$ cat src/rtl/uart_frame_pkg.sv
// Shared constants and state encoding for the UART frame controller.
// Latency: n/a (declarations only).
// Backpressure: n/a.
package uart_frame_pkg;

    localparam logic [7:0] HEADER     = 8'hAA;
    localparam logic [7:0] ACK        = 8'h55;
    localparam logic [7:0] NAK        = 8'hEE;
    localparam int         CMD_WR_BIT = 7;

    typedef enum logic [2:0] {
        ST_IDLE      = 3'd0,
        ST_CMD       = 3'd1,
        ST_DATA      = 3'd2,
        ST_EXEC      = 3'd3,
        ST_TX_STAT   = 3'd4,
        ST_WAIT_STAT = 3'd5,
        ST_TX_DATA   = 3'd6,
        ST_WAIT_DATA = 3'd7
    } frame_state_t;

endpackage

$ cat src/rtl/uart_frame_timeout.sv
// Inter-byte idle timer: counts enabled cycles, flags expiry on the last count.
// Latency: expire is combinational from the count, high in the cycle count == TIMEOUT_CYCLES-1.
// Backpressure: none; clr has priority over en and suppresses expire.
// Ports: clk, rst_ni (async active-low), clr (restart at 0), en (count this cycle),
//        expire (one-cycle flag while enabled at the terminal count).
module uart_frame_timeout #(
    parameter int TIMEOUT_CYCLES = 86800
) (
    input  logic clk,
    input  logic rst_ni,
    input  logic clr,
    input  logic en,
    output logic expire
);

    localparam int CW = (TIMEOUT_CYCLES > 2) ? $clog2(TIMEOUT_CYCLES) : 1;
    localparam logic [CW-1:0] LAST = CW'(TIMEOUT_CYCLES - 1);

    logic [CW-1:0] cnt_q;

    always_ff @(posedge clk or negedge rst_ni) begin
        if (!rst_ni) begin
            cnt_q <= '0;
        end else if (clr) begin
            cnt_q <= '0;
        end else if (en && cnt_q != LAST) begin
            cnt_q <= cnt_q + 1'b1;
        end
    end

    // A clear in the same cycle means a byte arrived; the byte wins over expiry.
    assign expire = en && !clr && (cnt_q == LAST);

endmodule

$ cat src/rtl/uart_frame_ctrl.sv
// Parses AA/cmd/data host frames, executes register read/write, sends status (+read data) over UART TX.
// Latency: data byte at t -> EXEC t+1 -> tx_start_o at t+2; read data tx_start_o the cycle after tx_done_i.
// Backpressure: none upstream; RX bytes arriving while a frame executes or responds are dropped and counted.
// Ports: clk, rst_ni; rx_valid_i/rx_data_i from the receiver; tx_start_o/tx_data_o/tx_done_i to the
//        transmitter; regs_o register bank (reg k at [8k+7:8k]); frame_active_o; err_cnt_o saturating errors.
module uart_frame_ctrl
    import uart_frame_pkg::*;
#(
    parameter int NUM_REGS       = 4,
    parameter int TIMEOUT_CYCLES = 86800
) (
    input  logic                  clk,
    input  logic                  rst_ni,
    input  logic                  rx_valid_i,
    input  logic [7:0]            rx_data_i,
    output logic                  tx_start_o,
    output logic [7:0]            tx_data_o,
    input  logic                  tx_done_i,
    output logic [NUM_REGS*8-1:0] regs_o,
    output logic                  frame_active_o,
    output logic [7:0]            err_cnt_o
);

    localparam int AW = (NUM_REGS > 1) ? $clog2(NUM_REGS) : 1;

    frame_state_t state_q, state_d;

    logic [7:0] regs_q [NUM_REGS];
    logic [7:0] cmd_q;
    logic [7:0] data_q;
    logic [7:0] tx_data_q;
    logic [7:0] rd_q;
    logic       rd_ok_q;
    logic [7:0] err_q;

    logic       in_hdr_wait;
    logic       expire;
    logic       addr_ok;
    logic       is_write;
    logic       rx_drop;
    logic       err_inc;

    // Timer only runs while waiting for cmd/data bytes; any other state holds it at zero,
    // so entering CMD always starts from a fresh count.
    assign in_hdr_wait = (state_q == ST_CMD) || (state_q == ST_DATA);

    uart_frame_timeout #(
        .TIMEOUT_CYCLES (TIMEOUT_CYCLES)
    ) u_timeout (
        .clk    (clk),
        .rst_ni (rst_ni),
        .clr    (rx_valid_i || !in_hdr_wait),
        .en     (in_hdr_wait),
        .expire (expire)
    );

    assign addr_ok  = ({1'b0, cmd_q[6:0]} < 8'(NUM_REGS));
    assign is_write = cmd_q[CMD_WR_BIT];

    // Bytes cannot be accepted once the frame is complete until the response is fully sent.
    assign rx_drop = rx_valid_i && !(state_q == ST_IDLE || in_hdr_wait);
    assign err_inc = rx_drop || (expire && !rx_valid_i) ||
                     ((state_q == ST_EXEC) && !addr_ok);

    always_comb begin
        state_d        = state_q;
        tx_start_o     = 1'b0;
        frame_active_o = (state_q != ST_IDLE);
        unique case (state_q)
            ST_IDLE: begin
                if (rx_valid_i && rx_data_i == HEADER) state_d = ST_CMD;
            end
            ST_CMD: begin
                if (rx_valid_i)  state_d = ST_DATA;
                else if (expire) state_d = ST_IDLE;
            end
            ST_DATA: begin
                if (rx_valid_i)  state_d = ST_EXEC;
                else if (expire) state_d = ST_IDLE;
            end
            ST_EXEC: begin
                state_d = ST_TX_STAT;
            end
            ST_TX_STAT: begin
                tx_start_o = 1'b1;
                state_d    = ST_WAIT_STAT;
            end
            ST_WAIT_STAT: begin
                if (tx_done_i) state_d = rd_ok_q ? ST_TX_DATA : ST_IDLE;
            end
            ST_TX_DATA: begin
                tx_start_o = 1'b1;
                state_d    = ST_WAIT_DATA;
            end
            ST_WAIT_DATA: begin
                if (tx_done_i) state_d = ST_IDLE;
            end
            default: state_d = ST_IDLE;
        endcase
    end

    always_ff @(posedge clk or negedge rst_ni) begin
        if (!rst_ni) begin
            state_q <= ST_IDLE;
        end else begin
            state_q <= state_d;
        end
    end

    always_ff @(posedge clk or negedge rst_ni) begin
        if (!rst_ni) begin
            for (int k = 0; k < NUM_REGS; k++) regs_q[k] <= '0;
            cmd_q     <= '0;
            data_q    <= '0;
            tx_data_q <= '0;
            rd_q      <= '0;
            rd_ok_q   <= 1'b0;
        end else begin
            if (state_q == ST_CMD && rx_valid_i)  cmd_q  <= rx_data_i;
            if (state_q == ST_DATA && rx_valid_i) data_q <= rx_data_i;

            if (state_q == ST_EXEC) begin
                // tx_data_q is loaded here so the status byte is already stable when TX_STAT pulses.
                tx_data_q <= addr_ok ? ACK : NAK;
                rd_ok_q   <= addr_ok && !is_write;
                if (addr_ok) begin
                    if (is_write) regs_q[cmd_q[AW-1:0]] <= data_q;
                    else          rd_q                  <= regs_q[cmd_q[AW-1:0]];
                end
            end

            if (state_q == ST_WAIT_STAT && tx_done_i && rd_ok_q) tx_data_q <= rd_q;
        end
    end

    always_ff @(posedge clk or negedge rst_ni) begin
        if (!rst_ni) begin
            err_q <= '0;
        end else if (err_inc && err_q != 8'hFF) begin
            err_q <= err_q + 8'd1;
        end
    end

    for (genvar k = 0; k < NUM_REGS; k++) begin : g_regs_out
        assign regs_o[8*k +: 8] = regs_q[k];
    end

    assign tx_data_o = tx_data_q;
    assign err_cnt_o = err_q;

endmodule

$ cat config.mk
export PLATFORM = sky130hd
export DESIGN_NAME = uart_frame_ctrl
export DESIGN_NICKNAME = d
export VERILOG_FILES = /design/src/rtl/uart_frame_pkg.sv /design/src/rtl/uart_frame_timeout.sv /design/src/rtl/uart_frame_ctrl.sv
export SDC_FILE = /design/constraint.sdc
export NUM_CORES = 1
export LEC_CHECK = 0
export CAP_MARGIN = 20
export CORE_ASPECT_RATIO = 0.5
export CORE_MARGIN = 2
export CORE_UTILIZATION = 50
export DETAILED_ROUTE_END_ITERATION = 10
export DONT_BUFFER_PORTS = 1
export PLACE_DENSITY_LB_ADDON = 0.12
export SLEW_MARGIN = 0
export SYNTH_ARGS = -nofsm -noshare
export SYNTH_HDL_FRONTEND = slang
export SYNTH_SLANG_ARGS = --single-unit
$ cat constraint.sdc
create_clock -name clk -period 2.6 [get_ports clk]
set_input_delay 0.26 -clock clk [delete_from_list [all_inputs] [get_ports clk]]
set_output_delay 0.26 -clock clk [all_outputs]
set_load 0.005 [all_outputs]
Word-level counts from Yosys, hierarchy flattened
Cells that the tools add are included.

Bits in registers: 93. Bits of input ports: 12. Output and inout port bits: 50. Logic and storage cells: 86.

$add $sub $neg: 2. $lt $le $gt $ge: 3. Eq/ne operators: 14. Mux-type cells: 20. Bitwise gates (word level): 2. Reduce and logical (&&, ||, !) cells: 33.

Operators with widths (number): $mux 8 (6); $mux 17 (2); $bwmux 32 (1); $pmux 3 s8 (1); $mux 3 (7); $add 17x1->17 const B (1); $eq 17x17->1 const B (1); $ne 17x17->1 const B (1); $bmux 8 s2 (1); $demux 8 s2 (1); $logic_and 1x1->1 (14); $eq 3x3->1 const B (4); $reduce_and 3->1 (3); $add 8x1->8 const B (1); $eq 8x8->1 const B (1); $ne 8x8->1 const B (1); $lt 7x3->1 const B (1); $eq 3x2->1 const B (2); $logic_not 1->1 (6); $logic_or 1x1->1 (5); $ne 2x2->1 const B (2); $reduce_bool 2->1 (2); $eq 3x1->1 const B (1); $ge 3x3->1 const B (1); 8 further kinds (8).

Longest topological paths before layout
Word-level depth: 11. Mapped depth: 8. Depth with buffers taken out: 6.

By module
From an unflattened synthesis, not the netlist that was laid out.

Cells, all modules: 345. Area total of the unflattened synthesis: 4357.9 um^2.

Modules (own cells, without submodules): uart_frame_ctrl (times used 1, cells an instance 248, area an instance 3363.2 um^2, seq. area each 1901.8 um^2); uart_frame_timeout (times used 1, cells an instance 97, area an instance 994.7 um^2, seq. area each 425.4 um^2).

Worst setup path before layout
No wires, ideal clock.

Path type: reg-to-reg. From: register state_q[2]. To: register regs_q, in the netlist regs_o[16]. Library setup time: 0.125 ns. Data arrival time: 1.802 ns. Data required time: 2.475 ns. Setup slack: 0.673 ns. Stages on the path, launching flop included: 8. Path buffers: 3. Period minus slack after synthesis: 1.927 ns. Path through: dfrtp_1 > clkbuf_1 > or2_4 > nor4b_4 > buf_6 > and4b_1 > buf_6 > mux2_4.

Cells in the longest elaborated chain, start to end: 2.

Ends and longest elaborated chain: start: declaration (RTL line uart_frame_ctrl.sv:26) `frame_state_t state_q, state_d;`; start signal: assignment (RTL line uart_frame_ctrl.sv:106) `state_q <= state_d;`; $eq 3x2->1 (RTL line uart_frame_ctrl.sv:122) `if (state_q == ST_EXEC) begin`; $reduce_and 3->1 (no line); end signal: indexed assignment (RTL line uart_frame_ctrl.sv:127) `if (is_write) regs_q[cmd_q[AW-1:0]] <= data_q;`; end: declaration (RTL line uart_frame_ctrl.sv:28) `logic [7:0] regs_q [NUM_REGS];`.

No other way between the ends. A chain may end at the register's enable or synchronous reset.

Worst setup path in the final report
From: register state_q[0]. To: register regs_q, in the netlist regs_o[27].

Same word-level chain as after synthesis.

==> results.yml <==
die:
  initial_core_util_pct: 52.3
  std_cell_rows: 23
  pin_count: 62
  die_x_um: 135
  die_h_um: 69.3
  die_area_sq_um: 9320
  core-area_sq_um: 8140
route:
  firstDrtPassIters: 4
  via_per_inst: 5.82
  finalWirelength_mm: 8.48
  routedWlPerCell_um: 18.8
  drc: 0
  drtIter0Drc: 152
  final_antenna_net_count: 0
  num_vias: 2630
logic_synthesis:
  ys_ff_latch: 93
  async_reset_ff_share_pct: 100
  syn_nets: 344
  synth_enable_flop_cells: 0
  syn-instance-count: 330
  ys_types: 49
  yosysWarnings: 0
  ys_seq_area_share_pct: 54.6
  syn_area_sq_um: 4260
  ys.flop_type: "dfrtp_1"
  avgSynthCellArea_sq_um: 12.9
global_routing:
  grt_pass1_vias: 2595
  overflow: 0
  antenna_found_initial: 0
  grt_pass1_wl_mm: 14.1
  grtUsageTotal_pct: 19.8
  grt_max_degree: 94
clocking:
  cts.sinks: 93
  htreeDepth: 3
  cts_tree: "built"
  clk_pin_slew_ns: 0.07
  post_cts_buffers: 0
  clk_latency_ns: 0.34
  cts-root-buf: "clkbuf_16"
  numCtsBuffers: 9
  clockBufferDepth: 2
flow_run:
  cap_violations: 0
timing:
  setup_violations: 0
  holdWs_ns: 0.0635
  skew_ns: 0.00757
  finalMaxSlewViolations: 0
  worstMarginPinSlew_ns: 0.752
  maxSlewHeadroom_pct: 49.9
  rsz0062_at_grt: "no"
  fmax_mhz: 452
  min_period_over_period_pct: 85.1
  hold_viol_final: 0
  fin_setup_tns_ns: 0
  period_minus_slack_ns: 2.21
hold_path:
  min_path_type: "in2reg"
  hold_start: "rx_data_i[4]"
setup_path:
  crit_chain: "nand2_2 > or2_4 > nor4b_4 > and4_1 > mux2_2"
  cp-end-kind: "flip-flop"
  cpLargestDelayFamily: "simple AND/OR/NAND/NOR gates"
  critPathMaxFanout: 9
  cp-startpoint: "state_q[0]"
  cp-start-kind: "flip-flop"
  cp.required_ns: 2.83
  critical-path-max-stage-delay_ns: 0.55
  path_buf_inv: 0
  worstSetupPathType: "reg2reg"
  rr_startpoint: "state_q[0]"
  arrival_ns: 2.44
  slowest_stage: "and4_1"
layout:
  antenna_cells: 0
  final_cell_mix: "93 x dfrtp_1, 46 x mux2_2, 24 x nand2_1"
  final_common_cell: "dfrtp_1"
  drive_gt1_share_pct: 27.9
  syn_to_final_growth_pct: 9.99
  fin_util_pct: 57.5
  nets: 350
power:
  ir_drop_uv: 399
  powerDensity_nw_per_um2: 938
  leakagePower_nw: 2.08
outcome:
  status: "completed"
place:
  hpwl_mm: 5.89
  io_buffers: 0
  place_congestion: 0.841
-- cell usage after synthesis (3+ instances only) --
cell	instances	share of area [%]
mux2_1	5	1.3
nand3_1	9	1.1
a21oi_1	12	1.4
mux4_2	8	4.2
o21ai_0	9	1.1
nor4bb_1	3	0.70
nor2b_1	3	0.44
nor2_1	23	2.0
o31ai_1	4	0.70
or3_1	4	0.59
mux2_4	8	2.8
nand4_1	6	0.88
and3_1	7	1.0
mux2_2	46	12
dfrtp_1	93	55
clkbuf_1	7	0.62
nand2_1	24	2.1
xor2_1	10	2.1
nor3_1	5	0.59
xnor2_1	6	1.2
a41oi_1	3	0.62
-- layout make-up --
class,instances,area (sq um)
clock inverters,5,36.3
multi-input cells,222,1850
clock buffers,10,239
repair buffers,8,82.6
flip-flops and latches,93,2330
inverters,2,7.51
fillers,656,3460
well taps,112,140
-- per-stage QoR --
stage / power, mW / instance area (sq um) / instances / setup WS (ns)
floorplan: 2.91 / 4260 / 330 / 0.673
global placement: 3.15 / 4370 / 435 / 0.457
detailed placement: 3.19 / 4370 / 435 / 0.408
CTS: 4.44 / 4690 / 452 / 0.401
global route: 4.66 / 4690 / 452 / 0.244
finish: 4.39 / 4690 / 452 / 0.386
-- routing by layer --
metal  vias up  share of wire (%)  track usage, %
met5         -                  0               0
li1       1206                  -               -
met4         0                1.4            7.02
met3        14                5.5            6.65
met2        46                 47            30.9
met1      1364                 46            26.1
-- worst paths after layout --
kind                                       endpoint  cells past startpoint  slack, ns
worst max-delay path                     regs_o[27]                      5       0.39
worst min-delay path                      data_q[4]                      1       0.06
worst max register to register           regs_o[27]                      5       0.39
worst min register to register         tx_data_o[2]                      2       0.49
max in group asynchronous                 regs_o[9]                      2       1.75
min in group asynchronous       u_timeout.cnt_q[16]                      2       0.50
-- cells by family after synthesis --
group	synth area share, %
fa+ha+maj	0.587
simple gates	13.4
xor+xnor	3.29
compound gates	5.43
buf+inv	1.88
mux	20.8
flops	54.6
-- sequential cells by signal, summed over array words and instances (netlist names) --
name,count
tx_data_o,8
cmd_q,8
rd_ok_q,1
u_timeout.cnt_q,17
state_q,3
rd_q,8
data_q,8
err_cnt_o,8
regs_o,32
-- power by group --
part,internal (mW),switching (mW)
Combinational,0.528,0.397
Clock,0.671,0.539
Sequential,1.78,0.476
-- repair_timing --
item	in CTS	in global routing
resized for setup	0	0
hold buffers	2	0
hold endpoints to repair	93	0
setup endpoints to repair	0	0
No activity file was read; power rests on OpenSTA's default activity.
